<file path="src/rtl/areg_pipe.sv">
`default_nettype none
// ============================================================================
// areg_pipe : register file with a one-entry write pipeline, read bypass,
//             optional lower-to-upper mirroring and a sequential clear sweep.
// Revision  : 1.0
// ============================================================================
module areg_pipe #(
  parameter int WIDTH  = 16,
  parameter int DEPTH  = 16,
  parameter int NREAD  = 2,
  parameter int MIRROR = 1
) (
  input  logic                               clk,
  input  logic                               rst,
  input  logic [NREAD*$clog2(DEPTH)-1:0]     ra,
  output logic [NREAD*WIDTH-1:0]             rval,
  input  logic                               w_valid,
  output logic                               w_ready,
  input  logic [1:0]                         w_mode,
  input  logic [$clog2(DEPTH)-1:0]           wa,
  input  logic [WIDTH-1:0]                   wval,
  input  logic                               clr,
  output logic                               busy
);

  localparam int             AW   = $clog2(DEPTH);
  localparam logic [AW-1:0]  HALF = AW'(DEPTH / 2);
  localparam logic [AW-1:0]  LAST = AW'(DEPTH - 1);

  localparam logic [0:0] IDLE  = 1'b0;
  localparam logic [0:0] SWEEP = 1'b1;

  localparam logic [1:0] MODE_SET = 2'b00;
  localparam logic [1:0] MODE_ADD = 2'b01;
  localparam logic [1:0] MODE_SUB = 2'b10;
  localparam logic [1:0] MODE_XOR = 2'b11;

  logic [WIDTH-1:0] mem_q [DEPTH];
  logic [WIDTH-1:0] mem_d [DEPTH];

  logic             pv_q, pv_d;
  logic [AW-1:0]    pa_q, pa_d;
  logic [1:0]       pm_q, pm_d;
  logic [WIDTH-1:0] po_q, po_d;

  logic [0:0]       state_q, state_d;
  logic [AW-1:0]    cnt_q, cnt_d;

  logic [WIDTH-1:0] old_val;
  logic [WIDTH-1:0] commit_val;
  logic             mirror_en;
  logic [AW-1:0]    mirror_addr;
  logic             accept;

  assign w_ready = (state_q == IDLE) && !clr;
  assign busy    = (state_q == SWEEP);
  assign accept  = w_valid && w_ready;

  // The pending op is resolved against committed contents, so back-to-back
  // writes to one address chain correctly without a forwarding path.
  always_comb begin
    old_val     = mem_q[pa_q];
    commit_val  = old_val;
    mirror_en   = (MIRROR != 0) && (pa_q[AW-1] == 1'b0);
    mirror_addr = pa_q | HALF;
    case (pm_q)
      MODE_SET: commit_val = po_q;
      MODE_ADD: commit_val = old_val + po_q;
      MODE_SUB: commit_val = old_val - po_q;
      MODE_XOR: commit_val = old_val ^ po_q;
      default:  commit_val = po_q;
    endcase
  end

  always_comb begin
    mem_d   = mem_q;
    pv_d    = 1'b0;
    pa_d    = pa_q;
    pm_d    = pm_q;
    po_d    = po_q;
    state_d = state_q;
    cnt_d   = cnt_q;

    if (pv_q) begin
      mem_d[pa_q] = commit_val;
      if (mirror_en) begin
        mem_d[mirror_addr] = commit_val;
      end
    end

    if (accept) begin
      pv_d = 1'b1;
      pa_d = wa;
      pm_d = w_mode;
      po_d = wval;
    end

    case (state_q)
      IDLE: begin
        if (clr) begin
          state_d = SWEEP;
          cnt_d   = '0;
        end
      end
      SWEEP: begin
        mem_d[cnt_q] = '0;
        cnt_d        = cnt_q + 1'b1;
        if (cnt_q == LAST) begin
          state_d = IDLE;
        end
      end
      default: state_d = IDLE;
    endcase
  end

  always_ff @(posedge clk) begin
    if (rst) begin
      for (int i = 0; i < DEPTH; i++) begin
        mem_q[i] <= '0;
      end
      pv_q    <= 1'b0;
      pa_q    <= '0;
      pm_q    <= '0;
      po_q    <= '0;
      state_q <= IDLE;
      cnt_q   <= '0;
    end else begin
      mem_q   <= mem_d;
      pv_q    <= pv_d;
      pa_q    <= pa_d;
      pm_q    <= pm_d;
      po_q    <= po_d;
      state_q <= state_d;
      cnt_q   <= cnt_d;
    end
  end

  // Reads of the pending target (or its mirror) see the value about to land.
  for (genvar k = 0; k < NREAD; k++) begin : g_rd
    logic [AW-1:0]    rd_addr;
    logic [WIDTH-1:0] rd_val;

    assign rd_addr = ra[k*AW +: AW];

    always_comb begin
      rd_val = mem_q[rd_addr];
      if (pv_q && ((rd_addr == pa_q) || (mirror_en && (rd_addr == mirror_addr)))) begin
        rd_val = commit_val;
      end
    end

    assign rval[k*WIDTH +: WIDTH] = rd_val;
  end

endmodule
`default_nettype wire

</file>
<file path="config.mk">
export PLATFORM = sky130hd
export DESIGN_NAME = areg_pipe
export DESIGN_NICKNAME = d
export VERILOG_FILES = /design/src/rtl/areg_pipe.sv
export SDC_FILE = /design/constraint.sdc
export NUM_CORES = 1
export LEC_CHECK = 0
export BUFFER_PORTS_ARGS = -buffer_cell sky130_fd_sc_hd__buf_2
export CAP_MARGIN = 20
export CORE_MARGIN = 2
export CORE_UTILIZATION = 30
export DETAILED_ROUTE_END_ITERATION = 10
export HOLD_SLACK_MARGIN = 0.1
export SETUP_SLACK_MARGIN = 0.4
export SLEW_MARGIN = 10
export SYNTH_ARGS = -nofsm -noshare
export SYNTH_HDL_FRONTEND = slang
export SYNTH_SLANG_ARGS = --single-unit
</file>
<file path="constraint.sdc">
create_clock -name clk -period 4.45 [get_ports clk]
set_input_delay 0.445 -clock clk [delete_from_list [all_inputs] [get_ports clk]]
set_output_delay 0.445 -clock clk [all_outputs]
set_load 0.02 [all_outputs]
</file>
==> results of run 1 <==
==> worst register-to-register path, delay by kind of cell (launching register included) <==
family	cells	cell delay [ns]
simple gates	1	0.07
flops	1	0.39
compound gates	5	1.16
buf+inv	8	1.06
mux	2	1.04
xor+xnor	1	0.17
fa+ha+maj	1	0.21
==> per-stage QoR <==
| stage | util (%) | setup slack, ns |
|---|---|---|
| final | 38.27 | -0.5004 |
| after global routing | 38.27 | -0.6364 |
| after CTS | 36.85 | -0.5418 |
| after detailed placement | 33.80 | -0.2124 |
| after global placement | 33.80 | -0.2614 |
| after floorplan | - | 0.04803 |
==> final cells by class <==
cell class / count / share of cell area (%)
inverter: 41 / 0.6802
tap: 773 / 4.274
clock buffer: 46 / 4.031
sequential: 284 / 25.17
clock inverter: 12 / 0.7133
multi-input combinational: 1154 / 54.46
timing repair buffer: 251 / 10.68
==> worst max path at each step <==
stage                          end  slack [ns]  cells after the start
after floorplan           rval[30]        0.05                     19
after global placement    rval[15]       -0.26                     14
after detailed placement  rval[12]       -0.21                     13
after CTS                 rval[25]       -0.54                     16
after global routing      rval[29]       -0.64                     15
final                     rval[29]       -0.50                     15
==> power groups by stage <==
stage	registers (mW)	logic, mW	clock network, mW
floorplan	2.64	0.659	0
global placement	2.67	0.993	0
detailed placement	2.67	0.999	0
CTS	2.61	1.13	2.75
global route	2.61	1.35	2.85
finish	2.61	1.28	2.72
==> synth_stat cells, types with 17 or more instances <==
master / number
sky130_fd_sc_hd__a211oi_1: 197
sky130_fd_sc_hd__a21oi_1: 50
sky130_fd_sc_hd__buf_1: 19
sky130_fd_sc_hd__buf_2: 32
sky130_fd_sc_hd__buf_6: 17
sky130_fd_sc_hd__clkbuf_1: 91
sky130_fd_sc_hd__dfxtp_1: 284
sky130_fd_sc_hd__ha_1: 23
sky130_fd_sc_hd__inv_1: 41
sky130_fd_sc_hd__mux2i_1: 69
sky130_fd_sc_hd__mux4_1: 26
sky130_fd_sc_hd__mux4_2: 211
sky130_fd_sc_hd__nand2_1: 65
sky130_fd_sc_hd__nor2_1: 314
sky130_fd_sc_hd__o21ai_0: 21
sky130_fd_sc_hd__o21bai_1: 19
sky130_fd_sc_hd__xnor2_1: 22
==> kinds of logic (layout without fill, tap and decap cells) <==
kind of cell | count (synthesis) | count (layout)
AND/OR/NAND/NOR | 434 | 434
AO/OA/AOI/OAI | 350 | 350
multiplexers | 314 | 314
flip-flops | 284 | 284
buffers and inverters | 218 | 350
XOR/XNOR | 32 | 32
adder cells (fa/ha/maj) | 24 | 24
==> per-layer routing <==
metal,global-route usage (%),part of all wire [%]
met2,34.44,47
met5,0,0
met1,26.79,38
met3,4.023,9.6
met4,10.44,5.8
==> timing repair <==
action | CTS | global route
resized for setup | 104 | 150
endpoints found under the hold margin | 5 | 0
setup buffers | 23 | 14
pin swaps | 19 | 24
setup endpoints to repair | 207 | 190
hold buffers | 5 | 0
cloned | 2 | 2
==> sequential cells by signal, summed over array words and instances (netlist names) <==
signal,count
pv_q,1
cnt_q,4
pa_q,4
busy,1
mem_q,256
pm_q,2
po_q,16
==> flow_summary.toml, run 1 <==
[run_status]
status = "finished with violations"
failed_checks = "negative setup slack"

[pwr]
sw_frac_of_total_pct = 28.33
max-vdd-ir-drop_mv = 0.2983
p_leak_nw = 7.373
overall_power_after_layout_mw = 6.614
comb_power_share_pct = 19.4
proportion_of_power_drawn_by_flip_flops_and_latches_pct = 39.5
power_density_mw_per_mm2 = 292.3
cell_internal_pwr_mw = 4.740
net-switching-power_mw = 1.873
clkPwrFrac_pct = 41.2

[floorplan]
coreArea_mm2 = 0.05913
initial_utilization_pct = 30.44
rows = 89
dieArea_mm2 = 0.06197
design.portCount = 68
floorplan.die.height_um = 248.9
chipWidth_um = 248.9

[finish]
instances_no_fill = 2561
post_route_cell_area_mm2 = 0.02263
layout_commonest_cell = "sky130_fd_sc_hd__nor2_1"
layout.cells.most_common_list = "300 x sky130_fd_sc_hd__nor2_1, 281 x sky130_fd_sc_hd__dfxtp_1, 225 x sky130_fd_sc_hd__mux4_2"
antenna_diode_instance_count = 0
area.sequential_mm2 = 0.005694
area_growth_pct = 25.71
fraction_of_final_layout_cells_sized_beyond_drive_strength_1_pct = 40.72
fill_cells = 5644
multi_input_comb_area_mm2 = 0.01232
final_net_count = 1821

[global_routing]
maximum_number_of_pins_on_one_net_before_global_route_repair = 66
vias_in_the_first_global_route = 14970
total_routing_resource_utilization_after_global_routing_pct = 21.10
first_pass_grt_wire_length_um = 98440
grt.overflow.total = 0
antenna_violations_before_repair = 0

[yosys]
yosysUniqueCellTypes = 65
synth.area.mux_share_pct = 34.69
synth-adder-area-share_pct = 1.710
number_of_instances_in_the_synthesized_netlist = 1656
post_synth_main_area_contributors = "sky130_fd_sc_hd__dfxtp_1 32%, sky130_fd_sc_hd__mux4_2 26%, sky130_fd_sc_hd__a211oi_1 8.2%, sky130_fd_sc_hd__nor2_1 6.5%, sky130_fd_sc_hd__mux2i_1 3.8%"
count_of_flip_flops_with_a_built_in_enable_after_synthesis = 0
synth_async_sr_flop_share_pct = 0
synth_top_family_by_area = "multiplexers"
number_of_register_bits_inferred_by_synthesis = 284
yosys.area_share.simple_pct = 9.816
synth-xor-area-share_pct = 1.557
synth_largest_area_cell = "sky130_fd_sc_hd__dfxtp_1"
yosysWarningCount = 0
area_share_of_the_largest_cell_type_after_synthesis_pct = 31.59
compound_gate_portion_of_the_synthesized_area_pct = 14.65
netlist_area_mm2 = 0.01800
syn_avg_cell_area_um2 = 10.87
synth_nets = 1714
synthFlopType = "sky130_fd_sc_hd__dfxtp_1"
sequential_to_total_area_share_from_yosys_stat_pct = 31.59

[cts]
tritoncts = "built"
root_buffer_cell = "sky130_fd_sc_hd__clkbuf_16"
cts.htree.levels = 1
clockBufferDepth = 3
clk-insertion-delay-late_ns = 0.61
clock_sinks = 284
cts-buffers-inserted = 31
clk_pin_slew_worst_paths_ns = 0.06

[timing]
slew_headroom_pct = 31.95
rsz0062_at_grt = "yes"
final_critical_path_required_period_ns = 4.950
final-hold-violation-count = 0
max_freq_ghz = 0.2020
setup_ws_ns = -0.5004
timing.final.crit_share_pct = 111.2
skew_ns = 0.02535
report.final.setup_viol = 26
hold-worst-slack_ns = 0.1125
worst_slew_pin_slew_ns = 1.018
final-max-slew-violation-count = 0
final.setup.tns_ns = -8.874

[worst_setup_path]
crit_path_start_kind = "flop"
cp-startpoint = "pa_q[0]"
critical_path.max_stage_delay_ns = 0.56
arrival_ns = 4.51
crit-reg2reg-launch = "pa_q[0]"
path_cells = "buf_12, buf_12, mux4_2, mux4_2, ha_4, a2111oi_4, inv_1, o21a_1, buf_4, nand4_1, a32oi_1, or4b_1, and3_4, mux2i_4, buf_6"
worstSetupPathType = "reg -> out"
top_family_by_delay_on_critical_path = "multiplexers"
timing.critical_path.buf_inv = 5
setup.reg_to_reg.worst_slack_ns = 0.21
critical_path.endpoint_type = "output port"
crit-reg2reg-capture = "mem_q[57]"
crit_required_ns = 4.01
r2r_cells = 18
cp_max_stage_cell = "sky130_fd_sc_hd__mux4_2"
cp_max_fo = 7

[detailed_routing]
drt-wirelength-per-cell_um = 26.31
drc = 0
totalWireLength_um = 67370
drt-vias-per-instance = 5.930
detail-route-antenna-nets = 0
drt_first_iter_violations = 1637
drtPass1Iterations = 5
route.vias.total = 15190

[placement]
placed_cells = 2457
hpwlAfterDp_um = 43600
place.gp.congestion = 0.9448
place.port_buffers = 67
place_area_mm2 = 0.01998

[hold_path]
worst_hold_startpoint = "wval[4]"
holdCritPathClass = "in -> reg"
cells_on_worst_hold_path = 3
hold_end = "po_q[4]"

[job]
max-cap-violations = 0
Note: power is estimated with default switching activity, not from simulation.
==> run 2: changes to the inputs <==
Settings changed: CAP_MARGIN 20 to 5, HOLD_SLACK_MARGIN 0.1 to 0.12, PLACE_DENSITY set to 0.53.
==> run 2 against run 1 <==
Against the previous run: the flow still finishes with violations (negative setup slack); clock power increased by 7%; design area decreased by 0.68%; largest cell class unchanged; clock-buffer cell count is 3 lower; largest power group unchanged; sequential power about the same.
==> flow_summary.toml, run 2 (synthesized netlist as in run 1, its figures left out) <==
[run_status]
status = "finished with violations"
failed_checks = "negative setup slack"

[finish]
final_net_count = 1829
area.sequential_mm2 = 0.005694
layout_commonest_cell = "sky130_fd_sc_hd__nor2_1"
multi_input_comb_area_mm2 = 0.01217
fraction_of_final_layout_cells_sized_beyond_drive_strength_1_pct = 39.34
area_growth_pct = 24.86
largest_reg_flops = 256
antenna_diode_instance_count = 0
reg.largest.list = "mem_q x256, po_q x16"
fill_cells = 5624
layout.cells.most_common_list = "301 x sky130_fd_sc_hd__nor2_1, 281 x sky130_fd_sc_hd__dfxtp_1, 217 x sky130_fd_sc_hd__mux4_2"
most_flops_register = "mem_q"
instances_no_fill = 2565

[cts]
cts-hold-fix-buffers = 0
root_buffer_cell = "sky130_fd_sc_hd__clkbuf_16"
cts.htree.levels = 2
clock_sinks = 284
tritoncts = "built"
cts-buffers-inserted = 34
clk-insertion-delay-late_ns = 0.55
clk_pin_slew_worst_paths_ns = 0.06
clockBufferDepth = 3

[worst_setup_path]
timing.critical_path.mode_cell = "sky130_fd_sc_hd__buf_12"
critical_path.endpoint_type = "output port"
cp_max_stage_cell = "sky130_fd_sc_hd__mux4_2"
path_cells = "buf_12, buf_12, buf_6, buf_16, mux4_2, mux4_2, ha_4, buf_4, a21oi_2, nand2b_1, o21ai_0, a21o_1, xor2_2, a221oi_4, buf_12, mux2i_4, buf_6"
crit_required_ns = 4.01
critical_path.max_stage_delay_ns = 0.56
arrival_ns = 4.40
crit_path_start_kind = "flop"
cp_max_fo = 7
worstSetupPathType = "reg -> out"

[timing]
rsz0062_at_grt = "yes"
report.final.setup_viol = 26
final-hold-violation-count = 0
final_critical_path_required_period_ns = 4.842
worst_slew_pin_slew_ns = 1.366
final-max-slew-violation-count = 0
max_freq_ghz = 0.2065
setup_ws_ns = -0.3921
timing.final.crit_share_pct = 108.8
slew_headroom_pct = 8.887
skew_ns = 0.01909

[floorplan]
initial_utilization_pct = 30.44
coreArea_mm2 = 0.05913
chipWidth_um = 248.9
dieArea_mm2 = 0.06197
floorplan.die.height_um = 248.9
design.portCount = 68
rows = 89

[detailed_routing]
route.vias.total = 15180
drt_first_iter_violations = 1307
drtPass1Iterations = 5
totalWireLength_um = 68710
drt-vias-per-instance = 5.917
drt-wirelength-per-cell_um = 26.79
detail-route-antenna-nets = 0
drc = 0

[placement]
place.port_buffers = 67
place.gp.congestion = 0.9439
hpwlAfterDp_um = 45180
placed_cells = 2466

[global_routing]
vias_in_the_first_global_route = 15060
antenna_violations_before_repair = 0
first_pass_grt_wire_length_um = 100300
maximum_number_of_pins_on_one_net_before_global_route_repair = 66
total_routing_resource_utilization_after_global_routing_pct = 21.75
grt.overflow.total = 0

[pwr]
overall_power_after_layout_mw = 6.742
max-vdd-ir-drop_mv = 0.1961
power_density_mw_per_mm2 = 300.0
p_leak_nw = 7.429

[job]
max-cap-violations = 0

[hold_path]
holdCritPathClass = "in -> reg"
## run 2: timing repair
item,4_1_cts,5_1_grt
resized for setup,131,75
endpoints found under the setup margin,177,163
buffers inserted,28,9
endpoints found under the hold margin,0,0
gates cloned,3,2
pin swaps,29,31
## run 2: layout make-up
cell class,count,share of cell area [%]
inverters,41,0.6848
multi-input cells,1154,54.17
well taps,773,4.304
clock buffers,43,4.254
repair buffers,256,10.47
clock inverters,14,0.7850
flip-flops and latches,284,25.34
## run 2: report_power, final
group / switching (mW) / internal [mW] / total (mW) / leakage (nW)
combinational: 0.682 / 0.545 / 1.23 / 4.57
sequential: 0.0461 / 2.57 / 2.61 / 2.29
clock: 1.15 / 1.75 / 2.90 / 0.563
total: 1.88 / 4.86 / 6.74 / 7.43
## run 2: path summary, 6_finish.rpt
| path | from | to | slack [ns] | depth (start not counted) |
|---|---|---|---|---|
| min reg2reg | mem_q[27] | mem_q[27] | 0.51 | 2 |
| max | pa_q[0] | rval[30] | -0.39 | 17 |
| max reg2reg | pa_q[0] | mem_q[182] | 0.26 | 19 |
| min | wval[5] | po_q[5] | 0.15 | 3 |
## run 2: metrics by stage
step                      hold slack [ns]  util [%]  worst slack [ns]  setup TNS, ns  area, um^2
after global placement             0.4853     33.83          -0.05785        -0.1213       20010
after CTS                          0.1308     37.19           -0.3876         -7.112       21990
after global routing               0.1459     38.01           -0.4989         -9.793       22470
final                              0.1452     38.01           -0.3921         -6.701       22470
after detailed placement           0.4975     33.83          -0.06651        -0.1291       20010
after floorplan                    0.4536         -           0.04803              0       18310
## run 2: per-layer routing
layer,up-vias,track usage (%),share of wire (%)
met5,-,0,0
met4,0,10.56,4.9
met3,163,4.253,7.7
met2,718,35.56,47
met1,7727,27.58,40
li1,6568,-,-
## run 2: critical path, delay by kind of cell, from the launching register on
| kind | cells | cell delay [ns] |
|---|---|---|
| buf+inv | 7 | 0.98 |
| simple gates | 1 | 0.17 |
| xor+xnor | 1 | 0.16 |
| compound gates | 4 | 0.75 |
| mux | 3 | 1.14 |
| fa+ha+maj | 1 | 0.29 |
| flops | 1 | 0.37 |
